[config.mk]
export PLATFORM = sky130hd
export DESIGN_NAME = ex_stage
export DESIGN_NICKNAME = d
export VERILOG_FILES = /design/src/rtl/simplerisc_pkg.sv /design/src/rtl/iter_divider.sv /design/src/rtl/ex_stage.sv
export SDC_FILE = /design/constraint.sdc
export NUM_CORES = 2
export LEC_CHECK = 0
export CORE_ASPECT_RATIO = 0.8
export CORE_MARGIN = 2
export CORE_UTILIZATION = 25
export CTS_CLUSTER_DIAMETER = 150
export DETAILED_ROUTE_END_ITERATION = 16
export PLACE_DENSITY = 0.44
export SLEW_MARGIN = 40
export SYNTH_ARGS = -nofsm -noshare
export SYNTH_HDL_FRONTEND = slang
export SYNTH_SLANG_ARGS = --single-unit
[constraint.sdc]
create_clock -name clk -period 14.7 [get_ports clk]
set_clock_uncertainty 0.1 [all_clocks]
set_input_delay 3.675 -clock clk [delete_from_list [all_inputs] [get_ports clk]]
set_output_delay 3.675 -clock clk [all_outputs]
set_load 0.02 [all_outputs]
[src/rtl/simplerisc_pkg.sv]
// simplerisc_pkg: SimpleRisc opcode encodings, instruction field positions
// and the divider FSM state type shared by the execute stage.
package simplerisc_pkg;
   localparam int OPC_MSB = 31;
   localparam int OPC_LSB = 27;
   localparam int IBIT    = 26;
   localparam logic [4:0] OP_ADD  = 5'b00000;
   localparam logic [4:0] OP_SUB  = 5'b00001;
   localparam logic [4:0] OP_MUL  = 5'b00010;
   localparam logic [4:0] OP_DIV  = 5'b00011;
   localparam logic [4:0] OP_MOD  = 5'b00100;
   localparam logic [4:0] OP_CMP  = 5'b00101;
   localparam logic [4:0] OP_AND  = 5'b00110;
   localparam logic [4:0] OP_OR   = 5'b00111;
   localparam logic [4:0] OP_NOT  = 5'b01000;
   localparam logic [4:0] OP_MOV  = 5'b01001;
   localparam logic [4:0] OP_LSL  = 5'b01010;
   localparam logic [4:0] OP_LSR  = 5'b01011;
   localparam logic [4:0] OP_ASR  = 5'b01100;
   localparam logic [4:0] OP_NOP  = 5'b01101;
   localparam logic [4:0] OP_LD   = 5'b01110;
   localparam logic [4:0] OP_ST   = 5'b01111;
   localparam logic [4:0] OP_BEQ  = 5'b10000;
   localparam logic [4:0] OP_BGT  = 5'b10001;
   localparam logic [4:0] OP_B    = 5'b10010;
   localparam logic [4:0] OP_CALL = 5'b10011;
   localparam logic [4:0] OP_RET  = 5'b10100;
   typedef enum logic {DIV_IDLE, DIV_BUSY} div_state_e;
endpackage

[src/rtl/iter_divider.sv]
// iter_divider: signed restoring divider, one quotient bit per cycle; the
// quotient/remainder outputs are valid in the cycle done is high.
module iter_divider
   import simplerisc_pkg::*;
#(
   parameter int W = 32
) (
   input  logic         clk,
   input  logic         reset,
   input  logic         start,
   input  logic [W-1:0] dividend,
   input  logic [W-1:0] divisor,
   output logic         busy,
   output logic         done,
   output logic [W-1:0] quotient,
   output logic [W-1:0] remainder
);
   localparam int CW = $clog2(W);
   div_state_e state, state_n;
   logic [CW-1:0] count;
   logic [W-1:0] rem, quo, den, rem_n, quo_n;
   logic [W:0] trial;
   logic neg_q, neg_r, dz;
   assign busy = state == DIV_BUSY;
   assign done = busy & (count == '0);
   assign trial = {rem, quo[W-1]} - {1'b0, den};
   assign rem_n = trial[W] ? {rem[W-2:0], quo[W-1]} : trial[W-1:0];
   assign quo_n = {quo[W-2:0], ~trial[W]};
   // Magnitudes are divided, signs reapplied; INT_MIN/-1 falls out naturally.
   assign quotient = dz ? '1 : (neg_q ? -quo_n : quo_n);
   assign remainder = neg_r ? -rem_n : rem_n;
   always_comb begin
      state_n = state;
      if (state == DIV_IDLE && start) state_n = DIV_BUSY;
      else if (done) state_n = DIV_IDLE;
   end
   always_ff @(posedge clk) begin
      if (reset) begin
         state <= DIV_IDLE;
         count <= '0;
      end else begin
         state <= state_n;
         count <= (start && !busy) ? CW'(W - 1) : (busy ? count - CW'(1) : count);
      end
   end
   always_ff @(posedge clk) begin
      if (start && !busy) begin
         rem   <= '0;
         quo   <= dividend[W-1] ? -dividend : dividend;
         den   <= divisor[W-1] ? -divisor : divisor;
         neg_q <= dividend[W-1] ^ divisor[W-1];
         neg_r <= dividend[W-1];
         dz    <= divisor == '0;
      end else if (busy) begin
         rem <= rem_n;
         quo <= quo_n;
      end
   end
endmodule

[src/rtl/ex_stage.sv]
// ex_stage: SimpleRisc execute stage - ALU, branch resolution, flags and the
// EX/MA latch, with an iterative divider that stalls the upstream stages.
module ex_stage
   import simplerisc_pkg::*;
#(
   parameter int PC_W = 10,
   parameter int XLEN = 32
) (
   input  logic            clk,
   input  logic            reset,
   input  logic            in_valid,
   input  logic [PC_W-1:0] in_pc,
   input  logic [31:0]     in_ir,
   input  logic [XLEN-1:0] in_branch_target,
   input  logic [XLEN-1:0] in_op_a,
   input  logic [XLEN-1:0] in_op_b,
   input  logic [XLEN-1:0] in_op_2,
   output logic            stall,
   output logic            is_branch_taken,
   output logic [PC_W-1:0] branch_pc,
   output logic            out_valid,
   output logic [PC_W-1:0] out_pc,
   output logic [31:0]     out_ir,
   output logic [XLEN-1:0] alu_result,
   output logic [XLEN-1:0] out_op_2,
   output logic            flag_e,
   output logic            flag_gt
);
   logic [4:0] op, sh;
   logic accept, is_divmod, start, op_ok, div_busy, div_done, unused_bits;
   logic [XLEN-1:0] res, quo, rem;
   logic [PC_W-1:0] div_pc;
   logic [31:0] div_ir;
   assign op = in_ir[OPC_MSB:OPC_LSB];
   assign sh = in_op_b[4:0];
   assign accept = in_valid & ~div_busy;
   assign is_divmod = (op == OP_DIV) | (op == OP_MOD);
   assign start = accept & is_divmod;
   assign op_ok = (op <= OP_RET) & (op != OP_NOP);
   assign stall = start | (div_busy & ~div_done);
   assign is_branch_taken = accept & ((op == OP_B) | (op == OP_CALL) | (op == OP_RET) |
                                      ((op == OP_BEQ) & flag_e) | ((op == OP_BGT) & flag_gt));
   assign branch_pc = (op == OP_RET) ? in_op_a[PC_W-1:0] : in_branch_target[PC_W-1:0];
   assign unused_bits = ^in_branch_target[XLEN-1:PC_W];
   iter_divider #(.W(XLEN)) u_div (
      .clk(clk), .reset(reset), .start(start), .dividend(in_op_a), .divisor(in_op_b),
      .busy(div_busy), .done(div_done), .quotient(quo), .remainder(rem)
   );
   always_comb begin
      res = '0;
      case (op)
         OP_ADD, OP_LD, OP_ST: res = in_op_a + in_op_b;
         OP_SUB:  res = in_op_a - in_op_b;
         OP_MUL:  res = in_op_a * in_op_b;
         OP_AND:  res = in_op_a & in_op_b;
         OP_OR:   res = in_op_a | in_op_b;
         OP_NOT:  res = ~in_op_b;
         OP_MOV:  res = in_op_b;
         OP_LSL:  res = in_op_a << sh;
         OP_LSR:  res = in_op_a >> sh;
         OP_ASR:  res = XLEN'($signed(in_op_a) >>> sh);
         OP_CALL: res = XLEN'(in_pc + PC_W'(4));
         default: res = '0;
      endcase
   end
   always_ff @(posedge clk) begin
      if (reset) begin
         out_valid  <= 1'b0;
         out_pc     <= '0;
         out_ir     <= '0;
         alu_result <= '0;
         out_op_2   <= '0;
         flag_e     <= 1'b0;
         flag_gt    <= 1'b0;
      end else if (div_done) begin
         out_valid  <= 1'b1;
         out_pc     <= div_pc;
         out_ir     <= div_ir;
         alu_result <= (div_ir[OPC_MSB:OPC_LSB] == OP_MOD) ? rem : quo;
         out_op_2   <= '0;
      end else if (accept && !is_divmod) begin
         out_valid  <= op_ok;
         out_pc     <= in_pc;
         out_ir     <= in_ir;
         alu_result <= res;
         out_op_2   <= in_op_2;
         if (op == OP_CMP) begin
            flag_e  <= in_op_a == in_op_b;
            flag_gt <= $signed(in_op_a) > $signed(in_op_b);
         end
      end else begin
         out_valid <= 1'b0;
      end
   end
   // The divide's pc/ir ride alongside the divider until its result is written.
   always_ff @(posedge clk) begin
      if (start) begin
         div_pc <= in_pc;
         div_ir <= in_ir;
      end
   end
endmodule

Word level (Yosys, flattened, before mapping)
Cells that the tools add are included.

Bits in latches: 0. Flip-flop bits (word level): 256. Input bits: 173. Logic and storage cells: 113. Memory bits (read-only): 0. Output and inout port bits: 121. Memory bits (writable): 0. Memories kept: 0.

Div/mod/pow operators: 0. Magnitude comparators: 2. Multipliers: 1. Eq/ne operators: 22. Reductions and logical operators: 14. Bitwise logic cells: 21. Shift operators: 3. Add/subtract/negate cells: 9. Mux-type cells: 23.

Operators with widths (number): 32-bit two-way mux (12); 32-bit case mux with 11 select lines (1); 32-bit negation (4); 5-bit by 4-bit == test with 1-bit output (second input constant) (7); 33-bit by 32-bit subtractor with 33-bit output (1); 32-bit adder (1); 32-bit AND (1); 32-bit == test (1); 32-bit greater-than comparator (1); 32-bit zero test (1); 32-bit by 32-bit multiplier with 32-bit output (1); 32-bit NOT (1); 32-bit bitwise OR (1); 32-bit by 5-bit << shifter with 32-bit output (1); 32-bit by 5-bit >> shifter with 32-bit output (1); 32-bit by 5-bit >>> shifter with 32-bit output (1); 32-bit subtractor (1); 31-bit two-way mux (1); 10-bit two-way mux (3); 5-bit by 3-bit == test with 1-bit output (second input constant) (5); 5-bit == test (second input constant) (5); 10-bit by 3-bit adder with 11-bit output (second input constant) (1); 5-bit by 2-bit == test with 1-bit output (second input constant) (2); 5-bit zero test (2); other kinds (16) (39).

Depth between registers and ports, before layout
Depth in word-level cells: 7. Mapped depth: 33. Mapped depth without buffers: 29.

Hierarchy
Synthesis repeated with hierarchy kept, for this count alone.

Cell total of the unflattened synthesis: 4884. Area, all modules: 38853.5 sq um.

Modules (own cells, without submodules): ex_stage (sequential area each 3443.3 sq um, times used 1, cells an instance 3803, area an instance 29935.0 sq um); iter_divider (sequential area each 2772.7 sq um, times used 1, cells an instance 1081, area an instance 8918.6 sq um).

Worst setup path after synthesis
No wires, ideal clock.

Path kind: input-to-reg. From: in in_op_b[2]. To: reg alu_result[31]. Path slack: 3.127 ns. Cell stages on the path: 30. Arrival time: 11.347 ns. Required time: 14.474 ns. Path buffers: 4. Cells stage by stage: clkbuf_1 > clkinv_1 > buf_1 > clkbuf_1 > buf_1 > nor2_1 > fa_1 > inv_1 > fa_1 > fa_1 > fa_1 > inv_1 > fa_1 > inv_1 > fa_1 > inv_1 > fa_1 > fa_1 > ha_1 > a21o_1 > a21o_1 > a21oi_1 > o21ai_0 > a211oi_1 > a211oi_1 > a211oi_1 > o21ai_0 > xnor2_1 > a221oi_1 > o31ai_1.

Cells in the longest elaborated chain, start to end: 4. Elaborated cells between the ends (all ways): 9. Those cells by class: add/sub (2); mul (1); shift (3); mux (3).

Ends and longest elaborated chain: start, declared (RTL line ex_stage.sv:16) `input logic [XLEN-1:0] in_op_b,`; 32-bit by 32-bit multiplier with 32-bit output (tied with other cells) (RTL line ex_stage.sv:54) `OP_MUL: res = in_op_a * in_op_b;`; 32-bit case mux with 11 select lines * (RTL line ex_stage.sv:51) `case (op)`; 32-bit two-way mux * (RTL line ex_stage.sv:81) `end else if (accept && !is_divmod) begin`; 32-bit two-way mux * (RTL line ex_stage.sv:75) `end else if (div_done) begin`; end signal, assigned (RTL line ex_stage.sv:79) `alu_result <= (div_ir[OPC_MSB:OPC_LSB] == OP_MOD) ? rem : quo;`; end signal, assigned (RTL line ex_stage.sv:85) `alu_result <= res;`; end, declared (RTL line ex_stage.sv:24) `output logic [XLEN-1:0] alu_result,`.

Mark *: on every way between the ends. The rest lies on a longest branch, timed or not. The select of a mux whose other input is x is not followed. A chain may end at the register's enable or synchronous reset.

Worst setup path in the final report
From: in in_op_b[5]. To: reg alu_result[31].

Cells in the longest elaborated chain, start to end: 4. Elaborated cells between the ends (all ways): 6. Those cells by class: add/sub (2); mul (1); mux (3).

Ends and longest elaborated chain (RTL line): 32-bit by 32-bit multiplier with 32-bit output (tied with other cells) (ex_stage.sv:54); 32-bit case mux with 11 select lines * (ex_stage.sv:51); 32-bit two-way mux * (ex_stage.sv:81); 32-bit two-way mux * (ex_stage.sv:75).

Marked as above.

==> impl_metrics.toml <==
[run_status]
status = "finished, final reports clean"

[detailed_routing]
dr.max_layer_used = "met5"
ant_nets = 0
viasPerCell = 5.34
wl_met1_um = 91600
post-route-drc-count = 0
wl_per_cell_um = 27.5
routed-via-count = 37518
met3WireLength_um = 16000
routed_wirelength_um = 193000
drtIter0Drc = 4372
first_pass_iters = 5
met2_length_um = 79700

[critical_path]
r2r-end = "alu_result[28]"
end_kind = "flip-flop"
critical_path_class = "input port to flip-flop"
r2r_setup_slack_ps = 7660
crit_start = "in_op_b[5]"
arrival_ps = 12780
slowest_delay_ps = 600
cp_num_buf_inv = 7
start_kind = "input port"
slowest_stage = "a211oi_1"
cp_top_family = "adder cells"
crit_top_cell = "fa_1"
crit_fanout = 16
required_ps = 15090
r2r-start = "u_div.quo[31]"
ff2ff_path_depth = 23

[floorplan]
initial_core_util = 0.251
ios = 294
floorplan.die_area_um2 = 158000
die_x_um = 444
num_rows = 129
core_um2 = 154000
die_y_um = 356

[global_route]
overflow = 0
grt_pass1_wl_um = 276000
grt.total_usage = 0.239
antenna_found_initial = 9
grt_start_max_net_pins = 86
grt_pass1_vias = 36487

[worst_hold_path]
worstHoldStart = "out_op_2[14]"
min_path_type = "flip-flop to flip-flop"
whs_endpoint = "out_op_2[14]"
holdPathStages = 2

[sta]
final.setup.worst_slack_ps = 2310
tightest_slew_ps = 896
rsz0062_at_grt = "no"
fmax_mhz = 80.7
slew_viol_final = 0
setup_viol = 0
finalSetupTns_ps = 0
hold_slack_ps = 351
finalCritPeriodShare = 0.843
hold_viol = 0
min_period_ps = 12390
relSlewSlack = 0.396

[clocking]
clkTransAtPathRegs_ps = 70
htree_levels = 1
cts_tree = "done"
cts_setup_buffers = 0
clockBufferDepth = 3
cts_resized = 0
clock_sinks = 256
root_buffer = "clkbuf_16"
hold_buffers = 0
numCtsBuffers = 28
clk_latency_ps = 580

[synthesis]
syn_avg_cell_area_um2 = 7.96
synth-seq-cells = 256
yosys_warnings = 0
synth_flop_cell = "dfxtp_1"
async_flop_share = 0
synth.distinct_cells = 92
synth_mux_area_frac = 0.0372
synth_xor_area_frac = 0.0537
synth_edf_count = 109
syn-instance-count = 4858
synth_compound_area_frac = 0.192
synth_top_family_by_area = "adder cells"
synth_fa_ha_area_frac = 0.297
synth_area_um2 = 38600
seq_area_frac_synth = 0.161
synth_nets = 5701
synth-simple-area-share = 0.175

[placed_design]
post-place-ws_ps = 1630
port_buffers = 271
hpwl_um = 149000
gp_congestion = 0.956

[final_layout]
fin_nets = 5812
final_common_cell = "nand2_1"
area_delta_synth_final_pct = 16.0
layout_common_cells = "nand2_1, nor2_1, inv_1, fa_1, o21ai_0"
drive_above_1_share = 0.0621
fin_util = 0.291

[pwr]
ir_drop_v = 0.000818
p_leak_uw = 0.0188
p_per_area_nw_per_um2 = 279

[job]
maxCapViolations = 0
## worst max path at each step
stage,end,cells after the start,slack [ps]
final,alu_result[31],28,2310
after global routing,alu_result[29],29,2020
after global placement,alu_result[30],27,1350
after CTS,alu_result[30],26,2240
after floorplan,alu_result[31],30,3130
after detailed placement,alu_result[30],26,1630
## through the flow
stage | area, um2 | std cells | power [uW]
after CTS | 44800 | 7019 | 12400
after detailed placement | 43800 | 6967 | 11500
after global placement | 43700 | 6965 | 11500
after global routing | 44800 | 7022 | 13400
after floorplan | 38600 | 4858 | 7770
final | 44800 | 7025 | 12500
## cell usage after synthesis, types with 53 or more instances
library cell / instances / share of area
inv_1: 510 / 0.050
xor2_1: 54 / 0.012
nand3_1: 58 / 0.0075
clkbuf_1: 268 / 0.026
ha_1: 259 / 0.084
buf_1: 53 / 0.0051
o21ai_0: 304 / 0.039
nor2_1: 616 / 0.060
a21o_1: 53 / 0.010
nor3_1: 65 / 0.0084
fa_1: 411 / 0.21
dfxtp_1: 147 / 0.076
a21oi_1: 255 / 0.033
edfxtp_1: 109 / 0.085
mux2i_1: 68 / 0.018
xnor2_1: 181 / 0.041
nand2_1: 636 / 0.062
## cell families after synthesis
logic type,Yosys count
multiplexers,110
AO/OA/AOI/OAI,1126
XOR/XNOR,236
buffers and inverters,866
AND/OR/NAND/NOR,1594
adder cells (fa/ha/maj),670
flip-flops,256
## final cells by class
type | count | area [um2]
fill | 16627 | 109000
clock buffer | 33 | 719
inverter | 528 | 1990
antenna | 4 | 10.0
timing repair buffer | 419 | 3820
tap | 2030 | 2540
multi-input combinational | 3736 | 29300
clock inverter | 19 | 272
sequential | 256 | 6220
## worst reg2reg max path: stages, from the launching register on
cell and delay [ps]:
edfxtp_1 570, inv_1 120, ha_1 160, inv_1 50, fa_1 420, a21o_1 230, a221oi_4 440, o211ai_2 150
a21bo_2 270, a31oi_4 230, xnor2_4 130, buf_4 510, inv_2 50, buf_4 310, a21oi_1 580, ha_1 300
inv_1 80, or4_1 460, mux2i_1 320, o21ai_1 360, o31ai_1 370, xor2_1 200, o21ai_0 370, o31ai_1 120
## sequential cells by signal, summed over array words and instances (netlist names), 32 cells and up
name and count:
u_div.den 32, div_ir 32, alu_result 32, out_ir 32, u_div.quo 32, out_op_2 32, u_div.rem 32
## per-layer routing
layer	GRT usage	up-vias
met5	0	-
met4	0.0608	4
met3	0.0401	230
met2	0.347	1678
met1	0.363	18926
li1	-	16680
## where the power goes
group          leakage (uW)  switching [uW]  internal [uW]
logic                0.0161            6910           3940
clock network      0.000473             333            459
registers           0.00219            58.1            797
No activity file was read; power rests on OpenSTA's default activity.
